$ cat config.mk
export PLATFORM = sky130hd
export DESIGN_NAME = pe_stage_sequencer
export DESIGN_NICKNAME = d
export VERILOG_FILES = /design/src/rtl/pe_stage_sequencer.sv
export SDC_FILE = /design/constraint.sdc
export NUM_CORES = 1
export LEC_CHECK = 0
export BUFFER_PORTS_ARGS = -buffer_cell sky130_fd_sc_hd__buf_4
export CORE_UTILIZATION = 30
export DETAILED_ROUTE_END_ITERATION = 10
export HOLD_SLACK_MARGIN = 0.1
export SYNTH_ARGS = -nofsm -noshare
export SYNTH_HDL_FRONTEND = slang
export SYNTH_SLANG_ARGS = --single-unit
export TNS_END_PERCENT = 5
$ cat constraint.sdc
create_clock -name clk -period 2.9 [get_ports clk]
set_clock_uncertainty 0.05 [all_clocks]
set_input_delay 0.145 -clock clk [delete_from_list [all_inputs] [get_ports clk]]
set_output_delay 0.145 -clock clk [all_outputs]
set_load 0.005 [all_outputs]
$ cat src/rtl/pe_stage_sequencer.sv
// pe_stage_sequencer: drives one SC-polar butterfly stage through a shared pe_2-style processing element.
// Latency: start -> first rd_en 2 cycles; rd_en -> wr_en 2 cycles; last write -> done 1 cycle (log_len=0: done at start+5).
// Backpressure: hold=1 gates rd_en/wr_en low and freezes the issue, data and write stages; the pending write resumes unchanged.
//
// Ports:
//   clk, rst                      clock, synchronous active-high reset
//   start, mode, log_len,         stage launch and configuration; sampled only in IDLE
//   rd_base, wr_base
//   hold                          freeze issue and write-back
//   rd_en, rd_addr_a/b, u_addr    LLR buffer read port (registered)
//   rd_data_a/b, u_data           buffer return data, valid one cycle after rd_en
//   pe_q1, pe_q2, pe_u, pe_mode   PE operands (direct wires) and latched mode
//   pe_o1                         PE combinational result
//   wr_en, wr_addr, wr_data       result write port (registered)
//   busy, done                    stage in progress / one-cycle completion pulse
module pe_stage_sequencer #(
  parameter int LLR_W   = 9,
  parameter int ADDR_W  = 8,
  parameter int LOG_MAX = 7
) (
  input  logic              clk,
  input  logic              rst,
  input  logic              start,
  input  logic              mode,
  input  logic [2:0]        log_len,
  input  logic [ADDR_W-1:0] rd_base,
  input  logic [ADDR_W-1:0] wr_base,
  input  logic              hold,
  output logic              rd_en,
  output logic [ADDR_W-1:0] rd_addr_a,
  output logic [ADDR_W-1:0] rd_addr_b,
  output logic [ADDR_W-1:0] u_addr,
  input  logic [LLR_W-1:0]  rd_data_a,
  input  logic [LLR_W-1:0]  rd_data_b,
  input  logic              u_data,
  output logic [LLR_W-1:0]  pe_q1,
  output logic [LLR_W-1:0]  pe_q2,
  output logic              pe_mode,
  output logic              pe_u,
  input  logic [LLR_W-1:0]  pe_o1,
  output logic              wr_en,
  output logic [ADDR_W-1:0] wr_addr,
  output logic [LLR_W-1:0]  wr_data,
  output logic              busy,
  output logic              done
);

  // One extra bit so the pair counter can represent 2^LOG_MAX after the last issue.
  localparam int CNT_W = LOG_MAX + 1;

  typedef enum logic [1:0] {S_IDLE, S_RUN, S_DRAIN, S_DONE} state_t;

  state_t            state_q, state_d;

  // Latched stage configuration
  logic              mode_q, mode_d;
  logic [2:0]        len_q, len_d;
  logic [ADDR_W-1:0] rd_base_q, rd_base_d;
  logic [ADDR_W-1:0] wr_base_q, wr_base_d;

  // Pair counter
  logic [CNT_W-1:0]  cnt_q, cnt_d;

  // Issue stage: the registered read command; u_addr_q doubles as the pair index
  logic              rd_vld_q, rd_vld_d;
  logic [ADDR_W-1:0] rd_addr_a_q, rd_addr_a_d;
  logic [ADDR_W-1:0] rd_addr_b_q, rd_addr_b_d;
  logic [ADDR_W-1:0] u_addr_q, u_addr_d;

  // Data stage: buffer data is on the wires, only validity and index are tracked
  logic              dat_vld_q, dat_vld_d;
  logic [ADDR_W-1:0] dat_idx_q, dat_idx_d;

  // Write stage
  logic              wr_vld_q, wr_vld_d;
  logic [ADDR_W-1:0] wr_addr_q, wr_addr_d;
  logic [LLR_W-1:0]  wr_data_q, wr_data_d;

  logic              busy_q, busy_d;
  logic              done_q, done_d;

  logic              adv;
  logic [2:0]        len_clamp;
  logic [CNT_W-1:0]  last_idx;
  logic [ADDR_W-1:0] half_ofs;

  assign adv      = ~hold;
  assign last_idx = (CNT_W'(1) << len_q) - CNT_W'(1);
  assign half_ofs = ADDR_W'(1) << len_q;

  always_comb begin
    if (int'(log_len) > LOG_MAX) begin
      len_clamp = 3'(LOG_MAX);
    end else begin
      len_clamp = log_len;
    end
  end

  always_comb begin
    state_d     = state_q;
    mode_d      = mode_q;
    len_d       = len_q;
    rd_base_d   = rd_base_q;
    wr_base_d   = wr_base_q;
    cnt_d       = cnt_q;
    rd_vld_d    = rd_vld_q;
    rd_addr_a_d = rd_addr_a_q;
    rd_addr_b_d = rd_addr_b_q;
    u_addr_d    = u_addr_q;
    dat_vld_d   = dat_vld_q;
    dat_idx_d   = dat_idx_q;
    wr_vld_d    = wr_vld_q;
    wr_addr_d   = wr_addr_q;
    wr_data_d   = wr_data_q;

    // All three pipeline stages move in lockstep and only when hold is low.
    // The issue stage empties here; RUN below refills it.
    if (adv) begin
      rd_vld_d  = 1'b0;
      dat_vld_d = rd_vld_q;
      dat_idx_d = u_addr_q;
      wr_vld_d  = dat_vld_q;
      if (dat_vld_q) begin
        wr_data_d = pe_o1;
        wr_addr_d = wr_base_q + dat_idx_q;
      end
    end

    case (state_q)
      S_IDLE: begin
        if (start) begin
          mode_d    = mode;
          len_d     = len_clamp;
          rd_base_d = rd_base;
          wr_base_d = wr_base;
          cnt_d     = '0;
          state_d   = S_RUN;
        end
      end
      S_RUN: begin
        if (adv) begin
          rd_vld_d    = 1'b1;
          rd_addr_a_d = rd_base_q + ADDR_W'(cnt_q);
          rd_addr_b_d = rd_base_q + ADDR_W'(cnt_q) + half_ofs;
          u_addr_d    = ADDR_W'(cnt_q);
          cnt_d       = cnt_q + CNT_W'(1);
          if (cnt_q == last_idx) begin
            state_d = S_DRAIN;
          end
        end
      end
      S_DRAIN: begin
        // Any write still in the write stage is being accepted this cycle.
        if (adv && !rd_vld_q && !dat_vld_q) begin
          state_d = S_DONE;
        end
      end
      S_DONE: begin
        state_d = S_IDLE;
      end
      default: begin
        state_d = S_IDLE;
      end
    endcase

    busy_d = (state_d == S_RUN) || (state_d == S_DRAIN);
    done_d = (state_d == S_DONE);
  end

  always_ff @(posedge clk) begin
    if (rst) begin
      state_q     <= S_IDLE;
      mode_q      <= 1'b0;
      len_q       <= '0;
      rd_base_q   <= '0;
      wr_base_q   <= '0;
      cnt_q       <= '0;
      rd_vld_q    <= 1'b0;
      rd_addr_a_q <= '0;
      rd_addr_b_q <= '0;
      u_addr_q    <= '0;
      dat_vld_q   <= 1'b0;
      dat_idx_q   <= '0;
      wr_vld_q    <= 1'b0;
      wr_addr_q   <= '0;
      wr_data_q   <= '0;
      busy_q      <= 1'b0;
      done_q      <= 1'b0;
    end else begin
      state_q     <= state_d;
      mode_q      <= mode_d;
      len_q       <= len_d;
      rd_base_q   <= rd_base_d;
      wr_base_q   <= wr_base_d;
      cnt_q       <= cnt_d;
      rd_vld_q    <= rd_vld_d;
      rd_addr_a_q <= rd_addr_a_d;
      rd_addr_b_q <= rd_addr_b_d;
      u_addr_q    <= u_addr_d;
      dat_vld_q   <= dat_vld_d;
      dat_idx_q   <= dat_idx_d;
      wr_vld_q    <= wr_vld_d;
      wr_addr_q   <= wr_addr_d;
      wr_data_q   <= wr_data_d;
      busy_q      <= busy_d;
      done_q      <= done_d;
    end
  end

  // Strobes are gated by hold so nothing is issued or written while frozen.
  assign rd_en     = rd_vld_q & ~hold;
  assign wr_en     = wr_vld_q & ~hold;
  assign rd_addr_a = rd_addr_a_q;
  assign rd_addr_b = rd_addr_b_q;
  assign u_addr    = u_addr_q;
  assign wr_addr   = wr_addr_q;
  assign wr_data   = wr_data_q;
  assign pe_q1     = rd_data_a;
  assign pe_q2     = rd_data_b;
  assign pe_u      = u_data;
  assign pe_mode   = mode_q;
  assign busy      = busy_q;
  assign done      = done_q;

endmodule
==> results.json <==
{
  "relSlewSlack": 0.421,
  "cp-end-kind": "flip-flop",
  "cts_buffer_depth": 2,
  "slowest_stage": "dfxtp_2",
  "clkLatencyLatePin_ns": 0.35,
  "stdcell_area_um2": 5600,
  "synth_nets": 598,
  "overflow": 0,
  "synth-edff-count": 0,
  "slew_violations": 0,
  "hold_path.class": "in2reg",
  "p_total_mw": 2.79,
  "critical_path_class": "reg2reg",
  "ys_ff_latch": 84,
  "routed_wl_mm": 10.9,
  "htreeDepth": 3,
  "critPathRequiredTime_ns": 3.11,
  "wl_per_cell_um": 13.8,
  "syn_area_um2": 4210,
  "synthFlopType": "dfxtp_1",
  "seq_area_frac_synth": 0.400,
  "final_cells": 795,
  "rsz0062_at_grt": "yes",
  "cts.reportedPaths.clkPinSlew_ns": 0.07,
  "arrival_ns": 3.11,
  "drive_above_1_share": 0.223,
  "status": "complete, no violations",
  "vias_per_cell": 4.75,
  "die_h_um": 120,
  "vdd_drop_max_uv": 205,
  "netlist_instances": 520,
  "place_area_um2": 4870,
  "placed_cells": 742,
  "worst_pin_slew_ns": 0.868,
  "cp-start-kind": "flip-flop",
  "dpl.hpwl_mm": 7.41,
  "synth_cell_type_count": 50,
  "ys_async_sr_fraction": 0,
  "place.port_buffers": 78,
  "route.detailed.drc": 0,
  "power_density_nw_per_um2": 498,
  "critPathMaxStageDelay_ns": 0.34,
  "antenna_left": 0,
  "grt_pass1_vias": 3699,
  "cts_tree": "built",
  "antenna_cells": 0,
  "die_w_um": 120,
  "final.setup.tns_ns": 0,
  "cpMostUsedCell": "ha_4",
  "yosysWarnings": 0,
  "final_net_count": 692,
  "syn_avg_cell_area_um2": 8.09,
  "power.leakage_nw": 2.36,
  "timing.fmax_mhz": 345,
  "cts.sinks": 84,
  "core-area_um2": 13500,
  "grt_max_degree": 88,
  "gp_congestion": 0.846,
  "io_pins": 117,
  "drv_cap": 0,
  "start_util": 0.313,
  "dr.pass1.iters": 4,
  "grt_pass1_wl_mm": 17.8,
  "final_common_cell": "nand2_1",
  "fin_hold_ws_ns": 0.159,
  "finalSetupViolCount": 0,
  "cts_buffers": 9,
  "post-route-util": 0.417,
  "cts-root-buf": "clkbuf_16",
  "num_rows": 42,
  "vias": 3779,
  "area_growth_pct": 33.1,
  "pre_cts_slack_ns": -0.127,
  "layout_common_cells": "nand2_1, buf_4, dfxtp_1",
  "cp_cell_sequence": "ha_4 > fa_2 > a21o_1 > a21oi_2 > buf_4 > xnor2_4 > ha_4 > nand4b_1 > and3_4 > or3_4 > and4_1 > o31ai_2",
  "period_minus_slack_ns": 2.90,
  "grt_usage": 0.156,
  "drt_iter0_drc": 228,
  "antenna_found_initial": 0,
  "fin_ws_ns": 0.00350,
  "post-route-period-util": 0.999,
  "path_max_fanout": 3,
  "finalHoldViolations": 0,
  "dieArea_um2": 14500
}
-- per-layer routing --
metal  vias up  GRT usage  wire (um)
met1      1748      0.190       4900
met5         -          0          0
li1       1925          -          -
met3        14     0.0406        537
met2        92      0.264       5340
met4         0     0.0525        170
-- synth_stat cells (2+ instances only) --
library cell    n  area [um2]
nand2_1       108         405
dfxtp_1        84        1680
a21oi_1        73         365
nor2_1         38         143
ha_1           23         288
buf_4          20         150
clkbuf_1       20        75.1
inv_1          11        41.3
o21ai_0        11        55.1
nor2b_1        10        62.6
nor3_1          9        45.0
xnor2_1         9        78.8
a21o_1          8        60.1
mux2i_1         8        80.1
buf_2           6        30.0
nand3b_1        6        45.0
nor3b_1         6        45.0
xor2_1          6        52.6
nand2b_1        5        31.3
o21a_1          5        37.5
and3_1          4        25.0
nand3_1         4        20.0
or3_1           4        25.0
fa_1            3        60.1
nand4_1         3        18.8
nand4b_1        3        26.3
o31ai_1         3        22.5
a2111oi_0       2        17.5
a211oi_1        2        15.0
a22oi_1         2        15.0
and3b_1         2        17.5
buf_1           2        7.51
nor4_1          2        12.5
o21bai_1        2        15.0
-- final cells by class --
type / instances / area (um2)
clock buffers: 9 / 225
clock inverters: 7 / 82.6
fillers: 1383 / 7850
inverters: 11 / 41.3
multi-input cells: 376 / 2290
flip-flops and latches: 84 / 1680
well taps: 176 / 220
repair buffers: 132 / 1060
-- timing repair --
action,4_1_cts,5_1_grt
hold buffers,29,0
resized for setup,10,5
pin swaps,9,13
endpoints found under the setup margin,1,1
setup buffers,1,7
hold endpoints to repair,29,0
-- path summary, 6_finish.rpt --
| path | startpoint | endpoint | slack [ns] | cells past startpoint |
|---|---|---|---|---|
| max | rd_base_q[0] | rd_addr_b[7] | 0.003 | 12 |
| min | hold | flip-flop | 0.16 | 3 |
| max reg2reg | rd_base_q[0] | rd_addr_b[7] | 0.003 | 12 |
| min reg2reg | wr_addr[3] | wr_addr[3] | 0.40 | 2 |
-- flip-flops by register name, summed over array words and instances (netlist names), 8 cells and up, named ones only --
| signal | flops |
|---|---|
| cnt_q | 8 |
| dat_idx_q | 8 |
| u_addr | 8 |
| rd_addr_a | 8 |
| rd_base_q | 8 |
| rd_addr_b | 8 |
| wr_addr | 8 |
| wr_base_q | 8 |
| wr_data | 9 |
-- power by group --
group          internal, mW  switching, mW
combinational         0.181          0.194
clock                 0.681          0.507
sequential             1.19         0.0337
-- worst max-delay path: cells and delay by family (launching register included) --
kind	cells	cell delay (ns)
and+or+nand+nor	4	0.86
xor gates and xnor gates	1	0.08
adders and majority gates	3	0.78
buffers and inverters	1	0.16
DFF	1	0.34
AOI/OAI and AO/OA	3	0.53
-- kinds of logic (layout without fill, tap and decap cells) --
logic type / after synthesis / count (layout) / share of synthesized area
AOI/OAI and AO/OA: 114 / 114 / 0.156
DFF: 84 / 84 / 0.400
adders and majority gates: 26 / 26 / 0.0826
muxes: 9 / 9 / 0.0217
and+or+nand+nor: 212 / 212 / 0.234
buffers and inverters: 60 / 159 / 0.0749
xor gates and xnor gates: 15 / 15 / 0.0312
Power figures use the tool's default switching activity.
